### config.mk
export PLATFORM = sky130hd
export DESIGN_NAME = llc_flush_seq
export DESIGN_NICKNAME = d
export VERILOG_FILES = /design/src/rtl/llc_flush_seq.sv
export SDC_FILE = /design/constraint.sdc
export NUM_CORES = 1
export LEC_CHECK = 0
export CAP_MARGIN = 20
export CORE_MARGIN = 2
export CORE_UTILIZATION = 45
export CTS_CLUSTER_DIAMETER = 50
export DETAILED_ROUTE_END_ITERATION = 7
export GPL_TIMING_DRIVEN = 0
export HOLD_SLACK_MARGIN = 0.05
export PLACE_DENSITY = 0.7
export SLEW_MARGIN = 20
export SYNTH_ARGS = -nofsm -noshare
export SYNTH_HDL_FRONTEND = slang
export SYNTH_SLANG_ARGS = --single-unit
### constraint.sdc
create_clock -name clk -period 7.3 [get_ports clk]
set_clock_uncertainty 0.2 [all_clocks]
set_input_delay 0.73 -clock clk [delete_from_list [all_inputs] [get_ports clk]]
set_output_delay 0.73 -clock clk [all_outputs]
set_load 0.02 [all_outputs]
### src/rtl/llc_flush_seq.sv
// llc_flush_seq: LLC reset walk and full-cache flush sequencer.
// Walks every set on reset, and on a flush writes back dirty ways and then clears the set.
module llc_flush_seq #(
    parameter int LLC_SETS = 1024,
    parameter int LLC_WAYS = 16,
    parameter int TAG_BITS = 15,
    localparam int SET_BITS = $clog2(LLC_SETS)
) (
    input  logic                         clk,
    input  logic                         rst,
    input  logic                         rst_state,
    input  logic                         flush_req,
    output logic                         rd_set_en,
    input  logic [LLC_WAYS-1:0]          dirty_vec,
    input  logic [LLC_WAYS*TAG_BITS-1:0] tags_in,
    output logic                         wb_valid,
    input  logic                         wb_ready,
    output logic [TAG_BITS+SET_BITS-1:0] wb_addr,
    output logic                         clr_set_en,
    output logic [SET_BITS-1:0]          cur_set,
    output logic                         rst_stall,
    output logic                         flush_stall,
    output logic                         flush_done
);
    localparam int WAY_BITS = LLC_WAYS > 1 ? $clog2(LLC_WAYS) : 1;

    typedef enum logic [2:0] {RST_WALK, IDLE, FL_RD, FL_CHK, FL_WB, FL_CLR} state_t;

    state_t                       state, state_nxt;
    logic [SET_BITS-1:0]          set_nxt;
    logic [LLC_WAYS-1:0]          mask, mask_nxt;
    logic [LLC_WAYS*TAG_BITS-1:0] tags_q, tags_nxt;
    logic                         pend, pend_nxt, walk, done_nxt, last;
    logic [WAY_BITS-1:0]          way;

    assign last        = cur_set == SET_BITS'(LLC_SETS - 1);
    assign rst_stall   = state == RST_WALK;
    assign flush_stall = state != RST_WALK && state != IDLE;
    assign wb_addr     = {tags_q[way*TAG_BITS +: TAG_BITS], cur_set};

    // Lowest-index pending way drives the writeback address.
    always_comb begin
        way = '0;
        for (int i = LLC_WAYS - 1; i >= 0; i--)
            if (mask[i]) way = WAY_BITS'(i);
    end

    always_comb begin
        state_nxt  = state;
        set_nxt    = cur_set;
        mask_nxt   = mask;
        tags_nxt   = tags_q;
        pend_nxt   = pend | flush_req;
        done_nxt   = 1'b0;
        rd_set_en  = 1'b0;
        clr_set_en = 1'b0;
        wb_valid   = 1'b0;
        case (state)
            // walk stays low for the first cycle so clr_set_en resets to 0
            RST_WALK: begin
                clr_set_en = walk;
                if (walk) begin
                    set_nxt   = cur_set + SET_BITS'(1);
                    state_nxt = last ? IDLE : RST_WALK;
                end
            end
            IDLE: begin
                pend_nxt  = 1'b0;
                state_nxt = (flush_req || pend) ? FL_RD : IDLE;
            end
            FL_RD: begin
                rd_set_en = 1'b1;
                state_nxt = FL_CHK;
            end
            FL_CHK: begin
                mask_nxt  = dirty_vec;
                tags_nxt  = tags_in;
                state_nxt = |dirty_vec ? FL_WB : FL_CLR;
            end
            FL_WB: begin
                wb_valid = 1'b1;
                if (wb_ready) begin
                    mask_nxt  = mask & (mask - LLC_WAYS'(1));
                    state_nxt = |mask_nxt ? FL_WB : FL_CLR;
                end
            end
            FL_CLR: begin
                clr_set_en = 1'b1;
                set_nxt    = cur_set + SET_BITS'(1);
                state_nxt  = last ? IDLE : FL_RD;
                done_nxt   = last;
            end
            default: state_nxt = RST_WALK;
        endcase
    end

    always_ff @(posedge clk or negedge rst) begin
        if (!rst) begin
            state      <= RST_WALK;
            cur_set    <= '0;
            mask       <= '0;
            tags_q     <= '0;
            pend       <= 1'b0;
            walk       <= 1'b0;
            flush_done <= 1'b0;
        end else if (rst_state) begin
            state      <= RST_WALK;
            cur_set    <= '0;
            mask       <= '0;
            tags_q     <= '0;
            pend       <= 1'b0;
            walk       <= 1'b0;
            flush_done <= 1'b0;
        end else begin
            state      <= state_nxt;
            cur_set    <= set_nxt;
            mask       <= mask_nxt;
            tags_q     <= tags_nxt;
            pend       <= pend_nxt;
            walk       <= state == RST_WALK;
            flush_done <= done_nxt;
        end
    end
endmodule

After elaboration in Yosys (flattened, before gate mapping) --
Index checks and enable logic that the tools add are counted. W data, S select, Z words.
Cells by class: add/subtract/negate cells 2, multiply operators 1, divide/modulo/power cells 0, $lt $le $gt $ge 0, equal/unequal tests 9, shift-type cells 1, multiplexer cells 41, bitwise operators 2, reduce and logical (&&, ||, !) cells 12
Operators with widths (number):
- $mux W240 | 2
- $shiftx A240 B9 Y15 | 1
- $mux W4 | 16
- $mux W16 | 2
- $pmux W16 S2 | 1
- $reduce_or A16 Y1 | 2
- $mux W10 | 2
- $pmux W10 S2 | 1
- $pmux W3 S6 | 1
- $and A16 B16 Y16 | 1
- $sub A16 B1 Y16 const B | 1
- $add A10 B1 Y10 const B | 1
- $eq A10 B10 Y1 const B | 1
- $mux W1 | 10
- $mux W3 | 3
- $reduce_bool A3 Y1 | 3
- $mul A4 B4 Y8 const B | 1
- $eq A3 B2 Y1 const B | 2
- $eq A3 B3 Y1 const B | 2
- $reduce_and A2 Y1 | 3
- $mux W2 | 2
- $eq A3 B1 Y1 const B | 1
- $logic_not A3 Y1 | 1
- $ne A3 B1 Y1 const B | 1
- other kinds (7) | 7
Word-level totals: bits in registers 272, bits in latches 0, memory bits (writable) 0, bits in read-only memories 0, bits of input ports 261, logic and storage cells 75, memories 0

Depth between registers and ports, before layout --
depth after elaboration 18, gate-level depth with buffers 11, depth with buffers taken out 8

Worst setup path after synthesis --
Ideal clock, no wire load.
path type reg-to-output, start reg mask[2], end out wb_addr[10], data arrival time 2236 ps, data required time 6370 ps, path slack 4134 ps, cell stages (with the launch flop) 11, path buffers 3, cells stage by stage dfrtp_1 -> buf_4 -> nor3_2 -> nor3b_2 -> o21a_4 -> nor2_8 -> buf_6 -> buf_6 -> nand2_1 -> o2bb2ai_1 -> nor4b_2
On the way: word-level cells in the longest chain between the ends 5
Ends and longest elaborated chain:
- start, declared | RTL line 31 | logic [LLC_WAYS-1:0] mask, mask_nxt;
- start signal, assigned | RTL line 117 | mask <= mask_nxt;
- $mux W4 (3 in a row) | RTL line 45 | if (mask[i]) way = WAY_BITS'(i);
- $mul A4 B4 Y8 | RTL line 39 | assign wb_addr = {tags_q[way*TAG_BITS +: TAG_BITS], cur_set};
- $shiftx A240 B9 Y15 | RTL line 39
- end, declared | RTL line 18 | output logic [TAG_BITS+SET_BITS-1:0] wb_addr,
No other way between the ends.

Final worst setup path --
start reg mask[15], end out wb_addr[19]
On the way: word-level cells in the longest chain between the ends 18
Ends and longest elaborated chain (RTL line):
- $mux W4 (16 in a row) | 45
- $mul A4 B4 Y8 | 39
- $shiftx A240 B9 Y15 | 39
No other way between the ends.

==> summary.md <==
The overflow left after global routing is 0, and the count of distinct cell types in the synthesized netlist is 69. The synthesized-area fraction occupied by adder cells was 0.166%. The portion of netlist area occupied by mux cells was 3.69%; the post-CTS clock slew at the launch and capture registers of the worst setup and hold paths was 0.06 ns. The commonest register cell after synthesis was dfrtp_1. In the global route stage, overall resource usage came out at 33.3%. Row generation in the floorplan step produced 63 rows. Max-cap violations in this run came to 0. The worst path in the final design needs a cycle of 5.07 ns, including I/O delays and setup. In this run, flip-flops and latches consume 43.6% of the power. The routed wire length per instance is 22.6 um. The worst setup path is of the flop to output port kind. For the internal power, the log shows 2.68 mW. Synthesis handed over a netlist of 1576 instances. Summing the areas of all compound-gate instances in the mapped netlist gives 19.5% of the synthesized area. The simple-gate portion of the synthesized area is 21.4%. TritonCTS built the clock tree.

The proportion of synthesized flip-flops having asynchronous set or reset was 100%. The power per standard cell area was 189 nW/um2. The tightest min-delay check is of the flop to flop type. The number of antenna diodes came out at 0. The logs give 0 for the initial antenna violation count and 13200 for the via count of the first global-routing pass.

The synthesized design contains 272 register bits. For the share of power burned in combinational logic, the log shows 6.9%. The maximum number of pins on one net before global-route repair was 100. The number of nets still failing antenna checks after routing is 0, and the number of synthesized flops with an enable pin is 0.

Measured along the x axis, the die boundary spans 178 um. The source of the worst register-to-register timing path was state[0]. Post-CTS repair changed the size of 0 cells.

By area, the combinational part of the netlist is dominated by simple AND/OR/NAND/NOR gates. In this run the worst setup path begins at mask[15]. Nature of the critical path endpoint: an output port. Measured along the y axis, the die boundary spans 178 um. The maximum fanout along the worst path was 10; the first-pass GRT wire length was 78100 um. 302 I/O pins were placed.

The post-CTS setup buffer count was 0. The nature of the critical path startpoint was a flop. Of the total power, the share spent switching nets is 22.7%.

The required time of the worst setup path was 6.37 ns. Number of buffers inserted during clock tree synthesis: 35. The headroom to the max-slew limit came out at 39.3%. The die covers 31500 um2. Fraction of final layout cells sized beyond drive strength 1: 8.08%. For the post-synthesis net count, the log shows 1838. For the via count of the routed design, the log shows 13400. The clock network power share is 49.5%. Dividing the detail-routed via count by the number of cells gives 5.75. Sequential elements use 50.2% of the synthesized area.

Summed over all nets, the switching power comes to 787 uW. For this run, the share of the core covered by cells in the final layout is 61.8%. For this run, the top clock speed supported by timing is 197 MHz. For this block, the initial DRC count from the detailed router was 1319. The worst-case IR drop observed on VDD is 138 uV. After synthesis the cells add up to 13600 um2.

Averaged over all synthesized cells, the footprint is 8.60 um2. Total power for the finished layout comes to 3.47 mW. The clock root buffer master is clkbuf_16. The fraction of the cycle the final worst path needs was 69.4%; the layout net count was 2180. The initial utilization of the core area, before any placement, comes to 45.7%. The maximum number of buffers from clock root to sink is 3, and the area of the placeable core is 29600 um2.

The source of the worst hold timing path was tags_q[170]. The H-tree was split into 2 levels. For this run, design rule violations remaining after detail routing come to 0. The number of buffers added on ports came out at 301. For the final count of hold timing violations, the log shows 0.

Setup repair after global routing left no endpoint under its margin. The logs give 4.14 ns for the signal arrival time at the worst endpoint and 0 for the final setup violation count. The logs give 1 for the quantity of hold-fixing buffers added after cts and 41300 um for the placed wire-length estimate after detailed placement. The number of synthesis warnings is 0. The final number of max-transition violations was 0; the post-synthesis share of cell area spent on xor and xnor gates was 0.388%. The leakage power is 7.46 nW, and the area added between synthesis and finish is 35.1%.

The first detailed-routing pass ran for 8 iterations. Clock tree synthesis found a total of 272 sinks. For the pin with the worst max-slew slack, the measured transition is 0.911 ns. The run finished with clean final reports. The logs give 0.52 ns for the clock latency on the worst-skew pair and 52600 um for the post-detailed-routing wire length. At the end of routability-driven placement, the weighted congestion stood at 1.00.
[cell usage in the layout, fill, tap and decap left out, types with 16 or more instances in the layout]
| cell type | n |
|---|---|
| dfrtp_1 | 272 |
| clkbuf_1 | 97 |
| a21oi_1 | 278 |
| o22ai_1 | 23 |
| buf_2 | 16 |
| o21ai_0 | 30 |
| mux2i_1 | 32 |
| nor2_1 | 44 |
| buf_4 | 18 |
| clkbuf_16 | 37 |
| clkdlybuf4s50_1 | 300 |
| nand2_1 | 542 |
| mux2_2 | 16 |
| nand3_1 | 18 |
[per-layer routing]
layer / vias to the layer above / share of wire (%) / GRT usage (%)
met5: - / 0 / 0
met4: 0 / 3.8 / 11.8
met3: 107 / 7.3 / 4.37
met2: 653 / 48 / 55.6
met1: 6547 / 41 / 44.6
li1: 6108 / - / -
[Yosys cell counts, drive strengths merged, types with 4 or more instances]
| library cell | number | area (um2) |
|---|---|---|
| nand2 | 544 | 2050 |
| a21oi | 279 | 1410 |
| dfrtp | 272 | 6810 |
| clkbuf | 91 | 342 |
| nor2 | 46 | 191 |
| buf | 39 | 272 |
| o21ai | 33 | 169 |
| mux2i | 32 | 320 |
| o22ai | 23 | 144 |
| nand3 | 19 | 100 |
| mux2 | 16 | 180 |
| nor4 | 14 | 149 |
| a22oi | 13 | 97.6 |
| o221ai | 13 | 114 |
| a211o | 11 | 96.3 |
| nor3 | 10 | 77.6 |
| a31o | 9 | 78.8 |
| nor4b | 9 | 129 |
| a221o | 8 | 80.1 |
| o2bb2ai | 8 | 70.1 |
| a22o | 7 | 61.3 |
| and3 | 6 | 37.5 |
| a211oi | 5 | 37.5 |
| a32oi | 5 | 43.8 |
| o21a | 5 | 45.0 |
| xor2 | 5 | 43.8 |
| and2 | 4 | 25.0 |
| and4 | 4 | 35.0 |
| inv | 4 | 15.0 |
| nor2b | 4 | 25.0 |
[layout make-up]
type / instances / area (um2)
clock buffer: 49 / 1030
fill: 2574 / 11300
multi-input combinational: 1170 / 6120
tap: 390 / 488
sequential: 272 / 6810
clock inverter: 13 / 133
buffer: 130 / 613
timing repair buffer: 305 / 3110
inverter: 4 / 15.0
[path summary, 6_finish.rpt]
kind	slack (ns)	cells after the start	end
min in group asynchronous	0.49	2	cur_set[4]
setup / recovery	2.23	9	wb_addr[19]
hold / removal	0.32	2	tags_q[170]
setup reg to reg	4.07	7	tags_q[188]
hold reg to reg	0.32	2	tags_q[170]
max in group asynchronous	5.38	4	tags_q[170]
[sequential cells by signal (all words and copies together), names as in the netlist]
name        cells
walk            1
tags_q        240
state           3
mask           16
cur_set        10
flush_done      1
pend            1
[power by group through the flow]
stage               sequential (mW)  clock, mW  combinational (mW)
floorplan                      1.54          0              0.0304
detailed placement             1.54          0               0.239
global placement               1.54          0               0.234
CTS                            1.51       1.73               0.241
finish                         1.51       1.72               0.240
global route                   1.51       1.79               0.256
[cell families after synthesis]
kind of cell | count (synthesis)
muxes | 48
buffers and inverters | 134
xor gates and xnor gates | 6
DFF | 272
adders and majority gates | 2
and+or+nand+nor | 671
AOI/OAI and AO/OA | 443
[critical path: stages (launching register included)]
cell and delay [ns]:
dfrtp_1 0.42, nor2b_1 0.15, o21a_1 0.20, o21ai_2 0.49, buf_2 0.38, nand3_1 0.11
and3_1 0.19, a2111oi_0 0.73, and3_1 0.33, clkdlybuf4s50_1 0.62
[per-stage QoR]
stage          instances  TNS (ns)  hold WS (ns)  setup WS (ns)  instance area (um2)
6_report            2333         0         0.322           2.23                18300
5_1_grt             2333         0         0.336           2.21                18300
4_1_cts             2333         0         0.324           2.28                18300
3_5_place_dp        2270         0         0.316           2.84                17100
3_3_place_gp        2267  -1722.39         0.308          -6.35                17100
2_1_floorplan       1576         0         0.234           4.13                13600
Note: power is estimated with default switching activity, not from simulation.
